## config.mk

```make
export PLATFORM = sky130hd
export DESIGN_NAME = uart_rx_fifo
export DESIGN_NICKNAME = d
export VERILOG_FILES = /design/src/rtl/uart_pkg.sv /design/src/rtl/sync_fifo.sv /design/src/rtl/uart_rx_fifo.sv
export SDC_FILE = /design/constraint.sdc
export NUM_CORES = 1
export LEC_CHECK = 0
export CAP_MARGIN = 30
export CORE_UTILIZATION = 54
export DETAILED_ROUTE_END_ITERATION = 7
export MAX_ROUTING_LAYER = met4
export PLACE_DENSITY = 0.71
export SETUP_SLACK_MARGIN = 0.2
export SLEW_MARGIN = 20
export SYNTH_ARGS = -nofsm -noshare
export SYNTH_HDL_FRONTEND = slang
export SYNTH_SLANG_ARGS = --single-unit
```

## constraint.sdc

```tcl
create_clock -name clk -period 2 [get_ports clk]
set_input_delay 0.3 -clock clk [delete_from_list [all_inputs] [get_ports clk]]
set_output_delay 0.3 -clock clk [all_outputs]
set_load 0.05 [all_outputs]
```

## src/rtl/uart_pkg.sv

```systemverilog
// Shared definitions for the UART receive path: FSM states, oversampling
// constants and the 3-sample majority vote.
package uart_pkg;

  typedef enum logic [2:0] {
    IDLE      = 3'd0,
    START     = 3'd1,
    DATA      = 3'd2,
    STOP      = 3'd3,
    WAIT_HIGH = 3'd4
  } state_t;

  localparam int unsigned OVERSAMPLE = 16;
  localparam logic [3:0]  SMP_LO     = 4'd7;
  localparam logic [3:0]  SMP_MID    = 4'd8;
  localparam logic [3:0]  SMP_HI     = 4'd9;
  localparam logic [3:0]  BIT_END    = 4'(OVERSAMPLE - 1);
  localparam int unsigned DATA_BITS  = 8;

  function automatic logic maj3(input logic a, input logic b, input logic c);
    return (a & b) | (a & c) | (b & c);
  endfunction

endpackage

```

## src/rtl/sync_fifo.sv

```systemverilog
// Small synchronous FIFO with a registered show-ahead head byte.
// Simultaneous push and pop both succeed, including when full.
module sync_fifo #(
  parameter int unsigned WIDTH = 8,
  parameter int unsigned DEPTH = 4
) (
  input  logic             clk,
  input  logic             reset,
  input  logic             push,
  input  logic [WIDTH-1:0] din,
  input  logic             pop,
  output logic [WIDTH-1:0] dout,
  output logic             valid,
  output logic             overflow
);

  localparam int unsigned AW = $clog2(DEPTH);
  localparam int unsigned CW = AW + 1;
  localparam logic [CW-1:0] FULL_CNT = CW'(DEPTH);

  logic [WIDTH-1:0] mem [DEPTH];
  logic [AW-1:0]    wptr;
  logic [AW-1:0]    rptr;
  logic [AW-1:0]    rptr_inc;
  logic [CW-1:0]    count;
  logic             full;
  logic             empty;
  logic             pop_eff;
  logic             push_eff;

  assign full     = (count == FULL_CNT);
  assign empty    = (count == '0);
  assign pop_eff  = pop & ~empty;
  assign push_eff = push & (~full | pop_eff);
  assign overflow = push & full & ~pop_eff;
  assign valid    = ~empty;
  assign rptr_inc = rptr + 1'b1;

  always_ff @(posedge clk) begin
    if (push_eff) mem[wptr] <= din;
  end

  // dout is loaded with the byte that becomes head after this edge,
  // so it simply holds its last value once the FIFO drains.
  always_ff @(posedge clk) begin
    if (reset) begin
      wptr  <= '0;
      rptr  <= '0;
      count <= '0;
      dout  <= '0;
    end else begin
      if (push_eff) wptr <= wptr + 1'b1;
      if (pop_eff)  rptr <= rptr_inc;
      case ({push_eff, pop_eff})
        2'b10:   count <= count + 1'b1;
        2'b01:   count <= count - 1'b1;
        default: count <= count;
      endcase
      if (pop_eff) begin
        if (count > CW'(1))  dout <= mem[rptr_inc];
        else if (push_eff)   dout <= din;
      end else if (push_eff && empty) begin
        dout <= din;
      end
    end
  end

endmodule

```

## src/rtl/uart_rx_fifo.sv

```systemverilog
// 8N1 UART receiver with 16x oversampling, majority-vote bit decisions,
// receive FIFO and sticky frame/overrun error flags.
module uart_rx_fifo
  import uart_pkg::*;
#(
  parameter int unsigned DIV   = 325,
  parameter int unsigned DEPTH = 4
) (
  input  logic       clk,
  input  logic       reset,
  input  logic       rx,
  input  logic       rd_pop,
  input  logic       err_clr,
  output logic [7:0] rd_data,
  output logic       rd_valid,
  output logic       frame_err,
  output logic       overrun,
  output logic       irq
);

  localparam int unsigned DW = $clog2(DIV);

  logic          rx_m;
  logic          rx_s;
  logic [DW-1:0] div_cnt;
  logic          tick;
  logic [3:0]    sc;
  state_t        state;
  logic          s_lo;
  logic          s_mid;
  logic          bit_maj;
  logic [2:0]    bit_cnt;
  logic [7:0]    shreg;
  logic          stop_maj;
  logic          stop_tick;
  logic          push;
  logic          frame_set;
  logic          fifo_overflow;

  always_ff @(posedge clk) begin
    if (reset) begin
      rx_m <= 1'b1;
      rx_s <= 1'b1;
    end else begin
      rx_m <= rx;
      rx_s <= rx_m;
    end
  end

  assign tick = (div_cnt == DW'(DIV - 1));

  always_ff @(posedge clk) begin
    if (reset) div_cnt <= '0;
    else       div_cnt <= tick ? '0 : div_cnt + 1'b1;
  end

  // Stop bit is judged at SMP_HI using the live sample as the third vote,
  // leaving the rest of the stop bit free for a back-to-back start edge.
  assign stop_maj  = maj3(s_lo, s_mid, rx_s);
  assign stop_tick = tick && (state == STOP) && (sc == SMP_HI);
  assign push      = stop_tick & stop_maj;
  assign frame_set = stop_tick & ~stop_maj;

  always_ff @(posedge clk) begin
    if (reset) begin
      state   <= IDLE;
      sc      <= '0;
      s_lo    <= 1'b1;
      s_mid   <= 1'b1;
      bit_maj <= 1'b1;
      bit_cnt <= '0;
      shreg   <= '0;
    end else if (tick) begin
      sc <= sc + 1'b1;
      if (sc == SMP_LO)  s_lo    <= rx_s;
      if (sc == SMP_MID) s_mid   <= rx_s;
      if (sc == SMP_HI)  bit_maj <= maj3(s_lo, s_mid, rx_s);
      case (state)
        IDLE: begin
          sc <= '0;
          if (!rx_s) state <= START;
        end
        START: begin
          if (sc == BIT_END) begin
            bit_cnt <= '0;
            state   <= bit_maj ? IDLE : DATA;
          end
        end
        DATA: begin
          if (sc == BIT_END) begin
            shreg   <= {bit_maj, shreg[7:1]};
            bit_cnt <= bit_cnt + 1'b1;
            if (bit_cnt == 3'(DATA_BITS - 1)) state <= STOP;
          end
        end
        STOP: begin
          if (sc == SMP_HI) state <= stop_maj ? IDLE : WAIT_HIGH;
        end
        WAIT_HIGH: begin
          if (rx_s) state <= IDLE;
        end
        default: state <= IDLE;
      endcase
    end
  end

  always_ff @(posedge clk) begin
    if (reset) begin
      frame_err <= 1'b0;
      overrun   <= 1'b0;
    end else begin
      if (frame_set)    frame_err <= 1'b1;
      else if (err_clr) frame_err <= 1'b0;
      if (fifo_overflow) overrun <= 1'b1;
      else if (err_clr)  overrun <= 1'b0;
    end
  end

  sync_fifo #(
    .WIDTH (8),
    .DEPTH (DEPTH)
  ) u_fifo (
    .clk      (clk),
    .reset    (reset),
    .push     (push),
    .din      (shreg),
    .pop      (rd_pop),
    .dout     (rd_data),
    .valid    (rd_valid),
    .overflow (fifo_overflow)
  );

  assign irq = rd_valid;

endmodule

```

# After elaboration in Yosys (flattened, before gate mapping)
# Memory sizes are Yosys's and may differ from the RTL's.
# Index checks and enable logic that the tools add are counted.
[totals]
wordCells = 102
latch_bits = 0
out_inout_bits = 12
register_bits = 49
mem_count = 1
romBits = 0
ramBits = 32
inputBits = 5
[classes]
n_reduce_logical = 18
n_eq_ne = 20
bitwise_logic = 16
muxes = 23
n_lt_le_gt_ge = 1
n_div = 0
mul = 0
add_sub_neg = 7
shifts = 0
[memory_table]
columns = ["memory", "depth", "word_bits", "rd", "rd_clocked_by_memory_dff", "write_ports", "line", "source"]
rows = [
  ["u_fifo.mem", 4, 8, 1, 0, 1, "sync_fifo.sv:21", "logic [WIDTH-1:0] mem [DEPTH];"],
]
[ops]
columns = ["cell", "count"]
rows = [
  ["8-bit two-way mux", 4],
  ["3-bit two-way mux", 9],
  ["3-bit one-hot mux with 5 select lines", 1],
  ["4-bit equality test (second input constant)", 3],
  ["3-bit one-hot mux with 2 select lines", 2],
  ["2-bit inequality test (second input constant)", 5],
  ["2-bit nonzero test", 5],
  ["9-bit by 1-bit adder with 9-bit output (second input constant)", 1],
  ["1-bit AND", 9],
  ["3-bit equality test (second input constant)", 3],
  ["9-bit equality test (second input constant)", 1],
  ["2-bit AND reduction", 4],
  ["7-bit AND reduction", 1],
  ["3-bit by 1-bit adder with 3-bit output (second input constant)", 2],
  ["3-bit by 2-bit equality test with 1-bit output (second input constant)", 2],
  ["3-bit zero test", 2],
  ["1-bit two-way mux", 5],
  ["2-bit by 1-bit adder with 2-bit output (second input constant)", 2],
  ["4-bit by 1-bit adder with 4-bit output (second input constant)", 1],
  ["4-bit by 3-bit equality test with 1-bit output (second input constant)", 1],
  ["4-bit two-way mux", 1],
  ["1-bit inverter", 4],
  ["4-bit AND reduction", 1],
  ["3-bit by 1-bit equality test with 1-bit output (second input constant)", 1],
  ["11 further kinds", 15],
]

# Logic depth before layout (Yosys ltp)
[logic_depth]
depth_word = 8
mapped_depth = 9

# Modules after synthesis
# Synthesis repeated with hierarchy kept, for this count alone.
[unflattened]
cells_unflattened = 321
hier_area_um2 = 3683.5
[by_module_without_submodules]
columns = ["mod", "seq_area_each_um2", "area_each_um2", "cells_per_inst", "instances"]
rows = [
  ["sync_fifo", 1261.2, 2072.0, 143, 1],
  ["uart_rx_fifo", 680.7, 1611.5, 178, 1],
]

# Worst setup path before layout
# OpenSTA, ideal clock, no wires.
[synth_timing]
kind = "reg-to-reg"
startpoint = "register u_fifo.count[0]"
endpoint = "register u_fifo.dout[6]"
n_path_buf = 1
path_stages_with_launch = 9
t_required_ps = 1858
arrival_time_ps = 1856
slack_ps = 2
cell_sequence = "dfxtp_1 inv_1 ha_1 nand2b_1 nand2_1 a32o_2 buf_6 nor2_1 a211oi_2"
[synth_via]
elab_chain_len = 8
[synth_lines]
columns = ["item", "line", "source"]
rows = [
  ["from (decl)", "sync_fifo.sv:25", "logic [CW-1:0] count;"],
  ["from (signal assigned)", "sync_fifo.sv:55", "2'b10: count <= count + 1'b1;"],
  ["from (signal assigned)", "sync_fifo.sv:56", "2'b01: count <= count - 1'b1;"],
  ["from (signal assigned)", "sync_fifo.sv:57", "default: count <= count;"],
  ["3-bit zero test *", "sync_fifo.sv:32", "assign empty = (count == '0);"],
  ["1-bit inverter *", "--", ""],
  ["net irq", "uart_rx_fifo.sv:18", "output logic irq"],
  ["1-bit AND *", "sync_fifo.sv:33", "assign pop_eff = pop & ~empty;"],
  ["1-bit OR", "sync_fifo.sv:34", "assign push_eff = push & (~full | pop_eff);"],
  ["1-bit AND", "sync_fifo.sv:34", ""],
  ["1-bit logical AND", "sync_fifo.sv:62", "end else if (push_eff && empty) begin"],
  ["2-bit nonzero test (no source line)", "--", ""],
  ["2-bit AND reduction (no source line)", "--", ""],
  ["to (signal assigned)", "sync_fifo.sv:60", "if (count > CW'(1)) dout <= mem[rptr_inc];"],
  ["to (signal assigned)", "sync_fifo.sv:61", "else if (push_eff) dout <= din;"],
  ["to (signal assigned)", "sync_fifo.sv:63", "dout <= din;"],
  ["to (decl)", "sync_fifo.sv:12", "output logic [WIDTH-1:0] dout,"],
]
# The timed path passes the listed nets; every way through them passes the cells marked *.
# A chain may end at the register's enable or synchronous reset.

# Final worst setup path
[layout_timing]
startpoint = "register div_cnt[3]"
endpoint = "register bit_cnt[2]"
[layout_via]
elab_chain_len = 2
[layout_lines]
columns = ["item", "line", "source"]
rows = [
  ["from (decl)", "uart_rx_fifo.sv:25", "logic [DW-1:0] div_cnt;"],
  ["from (signal assigned)", "uart_rx_fifo.sv:54", "else div_cnt <= tick ? '0 : div_cnt + 1'b1;"],
  ["9-bit equality test", "uart_rx_fifo.sv:50", "assign tick = (div_cnt == DW'(DIV - 1));"],
  ["4-bit AND reduction (no source line)", "--", ""],
  ["to (signal assigned)", "uart_rx_fifo.sv:92", "bit_cnt <= bit_cnt + 1'b1;"],
  ["to (decl)", "uart_rx_fifo.sv:32", "logic [2:0] bit_cnt;"],
]
# Every way passes these cells.

==> results by group <==
STA
  • Clock skew: 0.0115 ns
  • Final Hold Viols: 0
  • Slew Limit Headroom: 0.650
  • Setup ws final: 0.222 ns
  • Final worst path period need: 1.78 ns
  • Final setup violation count: 0
  • Period Utilization, post-route: 0.889
  • RSZ-0062 raised after global routing: true
  • WHS: 0.421 ns
  • Slew @ Worst Pin: 0.525 ns
  • Final-report max-slew violation count: 0
  • Max frequency: 0.563 GHz

Die
  • Die extent in y: 84.2 um
  • Area of the core: 6420 um^2
  • Io pins: 17
  • Row cnt: 29
  • Die footprint: 7080 um^2
  • Die Span X: 84.2 um
  • Initial Util: 0.568

GRT
  • GRT overflow: 0
  • First-pass GRT wire length: 11200 um
  • Largest net degree at the start of global routing: 17
  • Vias in the first global route: 2357
  • Tot GR Track Use: 0.211
  • Antenna violations before repair: 0

Final layout
  • Post-route core utilization: 0.685
  • Fillers: 473
  • Proportion of layout cells with a drive suffix above 1: 0.268
  • Area growth syn-to-layout: 20.7%
  • Final nets: 370
  • Final non-filler cell total: 432
  • Antenna diode count: 0

Worst setup path
  • WP data required: 2.24 ns
  • WS Path Type: flip-flop to flip-flop
  • CP max stage delay: 0.37 ns
  • Worst Setup Start Kind: flip-flop
  • Worst Path Arrival: 2.02 ns
  • Crit-path cells: nor4b_4 > and2_1 > buf_4 > nand3_1 > a22oi_1 > nor2_1
  • Worst setup EP type: flip-flop
  • Peak fanout along the critical path: 8
  • CP max stage cell: dfxtp_1

Pwr
  • Switching portion of total power: 0.322
  • Power density cells: 979 nW/um^2
  • Peak VDD IR: 0.513 mV
  • P_leak: 1.76 nW
  • Power consumption: 4.31 mW
  • Switch Pwr: 1.39 mW
  • Reg power frac: 0.435
  • Clock power share: 0.275
  • Internal power: 2.92 mW
  • Combinational Power Share: 0.290

Detailed routing
  • Final wirelength: 6570 um
  • Detailed Route Iter0 Violations: 161
  • DRC viols: 6
  • Pre-antenna DRT Iters: 6
  • DRT antenna net count: 0
  • Via count: 2369
  • Wirelength per Cell: 15.2 um
  • Avg Vias per Cell: 5.48

Logic synthesis
  • Fraction of registers with async set/reset: 0
  • Syn Inst Count: 307
  • Synth Register Bits: 81
  • Synthesized Nets: 327
  • Yosys top cell by area: dfxtp_1
  • Top_reg_cell synth: dfxtp_1
  • Post-synth EDFFs: 32
  • Sequential share of the synthesized area: 0.533
  • Syn avg cell area: 11.9 um^2
  • Top cells by area, synth: dfxtp_1 27%, edfxtp_1 26%, mux2i_1 6.3%
  • Synth Cell Area: 3640 um^2
  • Yosys cell types: 52
  • Synth top area share: 0.269
  • Syn. warnings: 0

Clock tree
  • Clk_lat worst skew: 0.35 ns
  • Max clock buf depth: 2
  • TritonCTS clock tree: built
  • Clock sink count: 81
  • CTS Buf Count: 9
  • CTS Hold Bufs: 0
  • CTS root buffer: clkbuf_8
  • Worst-path clk slew: 0.09 ns
  • CTS H-tree lvls: 3

Status
  • Status: complete, but fails checks
  • Failing checks: design-rule violations

Place
  • Port Buffers: 16
  • DP HPWL: 4400 um
  • Final Wtd Congestion: 0.762
  • Placed Cells incl. Taps: 402
  • Pre-CTS WS: -0.0442 ns

Min path
  • Min-Delay Path Class: flip-flop to flip-flop

Flow run
  • Maxcap violations: 0
==> worst max-delay path: cells and delay by family (launching register included) <==
kind | cells | cell delay, ns
flip-flops | 1 | 0.37
AND/OR/NAND/NOR | 4 | 0.86
AO/OA/AOI/OAI | 1 | 0.21
buffers and inverters | 1 | 0.23
==> through the flow <==
stage | setup TNS [ns] | instance area [um^2]
2_1_floorplan | 0 | 3650
3_3_place_gp | -0.00993 | 3970
3_5_place_dp | -0.0516 | 3970
4_1_cts | 0 | 4300
5_1_grt | 0 | 4400
6_report | 0 | 4400
==> cell usage in the layout, fill, tap and decap left out, types with 3 or more instances in the layout <==
| master | count |
|---|---|
| a211oi_2 | 8 |
| a21oi_1 | 5 |
| a22oi_1 | 3 |
| and2_4 | 5 |
| buf_4 | 29 |
| clkbuf_8 | 9 |
| clkdlybuf4s50_1 | 4 |
| clkinv_4 | 3 |
| dfxtp_1 | 43 |
| dfxtp_2 | 5 |
| dlygate4sd2_1 | 4 |
| dlymetal6s2s_1 | 6 |
| edfxtp_1 | 32 |
| ha_1 | 13 |
| inv_1 | 13 |
| mux2i_1 | 23 |
| mux4_2 | 8 |
| nand2_1 | 12 |
| nand3_1 | 6 |
| nand4_1 | 4 |
| nor2_1 | 48 |
| nor3_1 | 3 |
| xnor2_1 | 4 |
| xor2_1 | 10 |
==> flip-flops by register name, summed over array words and instances (netlist names), 2 cells and up <==
| register | count |
|---|---|
| div_cnt | 9 |
| state | 3 |
| u_fifo.count | 3 |
| u_fifo.dout | 8 |
| u_fifo.mem | 32 |
| sc | 4 |
| shreg | 8 |
| u_fifo.wptr | 2 |
| u_fifo.rptr | 2 |
| bit_cnt | 3 |
==> logic make-up after synthesis <==
logic type	count (synthesis)	share of synthesized area
and+or+nand+nor	103	0.143
buffers and inverters	29	0.0378
AOI/OAI and AO/OA	32	0.0827
DFF	81	0.533
adders and majority gates	16	0.0542
xor gates and xnor gates	14	0.0336
muxes	32	0.116
==> routing by layer <==
layer / vias to the layer above / routed length, um / global-route usage
li1: 1193 / - / -
met1: 1133 / 3200 / 0.279
met2: 33 / 3040 / 0.316
met3: 10 / 210 / 0.0560
met4: 0 / 127 / 0.0705
met5: - / 0 / -
==> path summary, 6_finish.rpt <==
path / endpoint / from / cells after the start / slack, ns
worst min-delay path: rx_s / rx_m / 1 / 0.42
worst max-delay path: bit_cnt[2] / div_cnt[3] / 6 / 0.22
worst min register to register: rx_s / rx_m / 1 / 0.42
worst max register to register: bit_cnt[2] / div_cnt[3] / 6 / 0.22
==> synthesized netlist by cell type, types with 3 or more instances <==
| library cell | count |
|---|---|
| dfxtp_1 | 49 |
| nor2_1 | 48 |
| edfxtp_1 | 32 |
| mux2i_1 | 23 |
| ha_1 | 15 |
| inv_1 | 14 |
| nand2_1 | 12 |
| xor2_1 | 10 |
| a211oi_2 | 8 |
| mux4_2 | 8 |
| and2_1 | 7 |
| nand3_1 | 6 |
| a21oi_1 | 5 |
| buf_2 | 5 |
| clkbuf_1 | 5 |
| nor3_1 | 5 |
| and3_1 | 4 |
| nand4_1 | 4 |
| xnor2_1 | 4 |
| a22oi_1 | 3 |
==> repair_timing <==
action	CTS	global route
gates resized for setup	24	15
setup endpoints to repair	52	60
pin swaps	6	6
buffers inserted	8	5
gates cloned	0	1
==> area by class of cell <==
| cell class | instances | area, um^2 | share of cell area |
|---|---|---|---|
| clock inverters | 7 | 77.6 | 0.0176 |
| clock buffers | 9 | 124 | 0.0281 |
| repair buffers | 46 | 419 | 0.0953 |
| flip-flops and latches | 81 | 1950 | 0.444 |
| multi-input cells | 198 | 1680 | 0.382 |
| well taps | 77 | 96.3 | 0.0219 |
| inverters | 14 | 52.6 | 0.0119 |
==> power groups by stage <==
stage	registers [mW]	logic, mW	clock network [mW]
6_report	1.87	1.25	1.19
5_1_grt	1.89	1.33	1.31
4_1_cts	1.88	1.15	1.22
3_5_place_dp	1.92	1.11	0
3_3_place_gp	1.91	1.10	0
2_1_floorplan	2.03	0.663	0
Note: power is estimated with default switching activity, not from simulation.
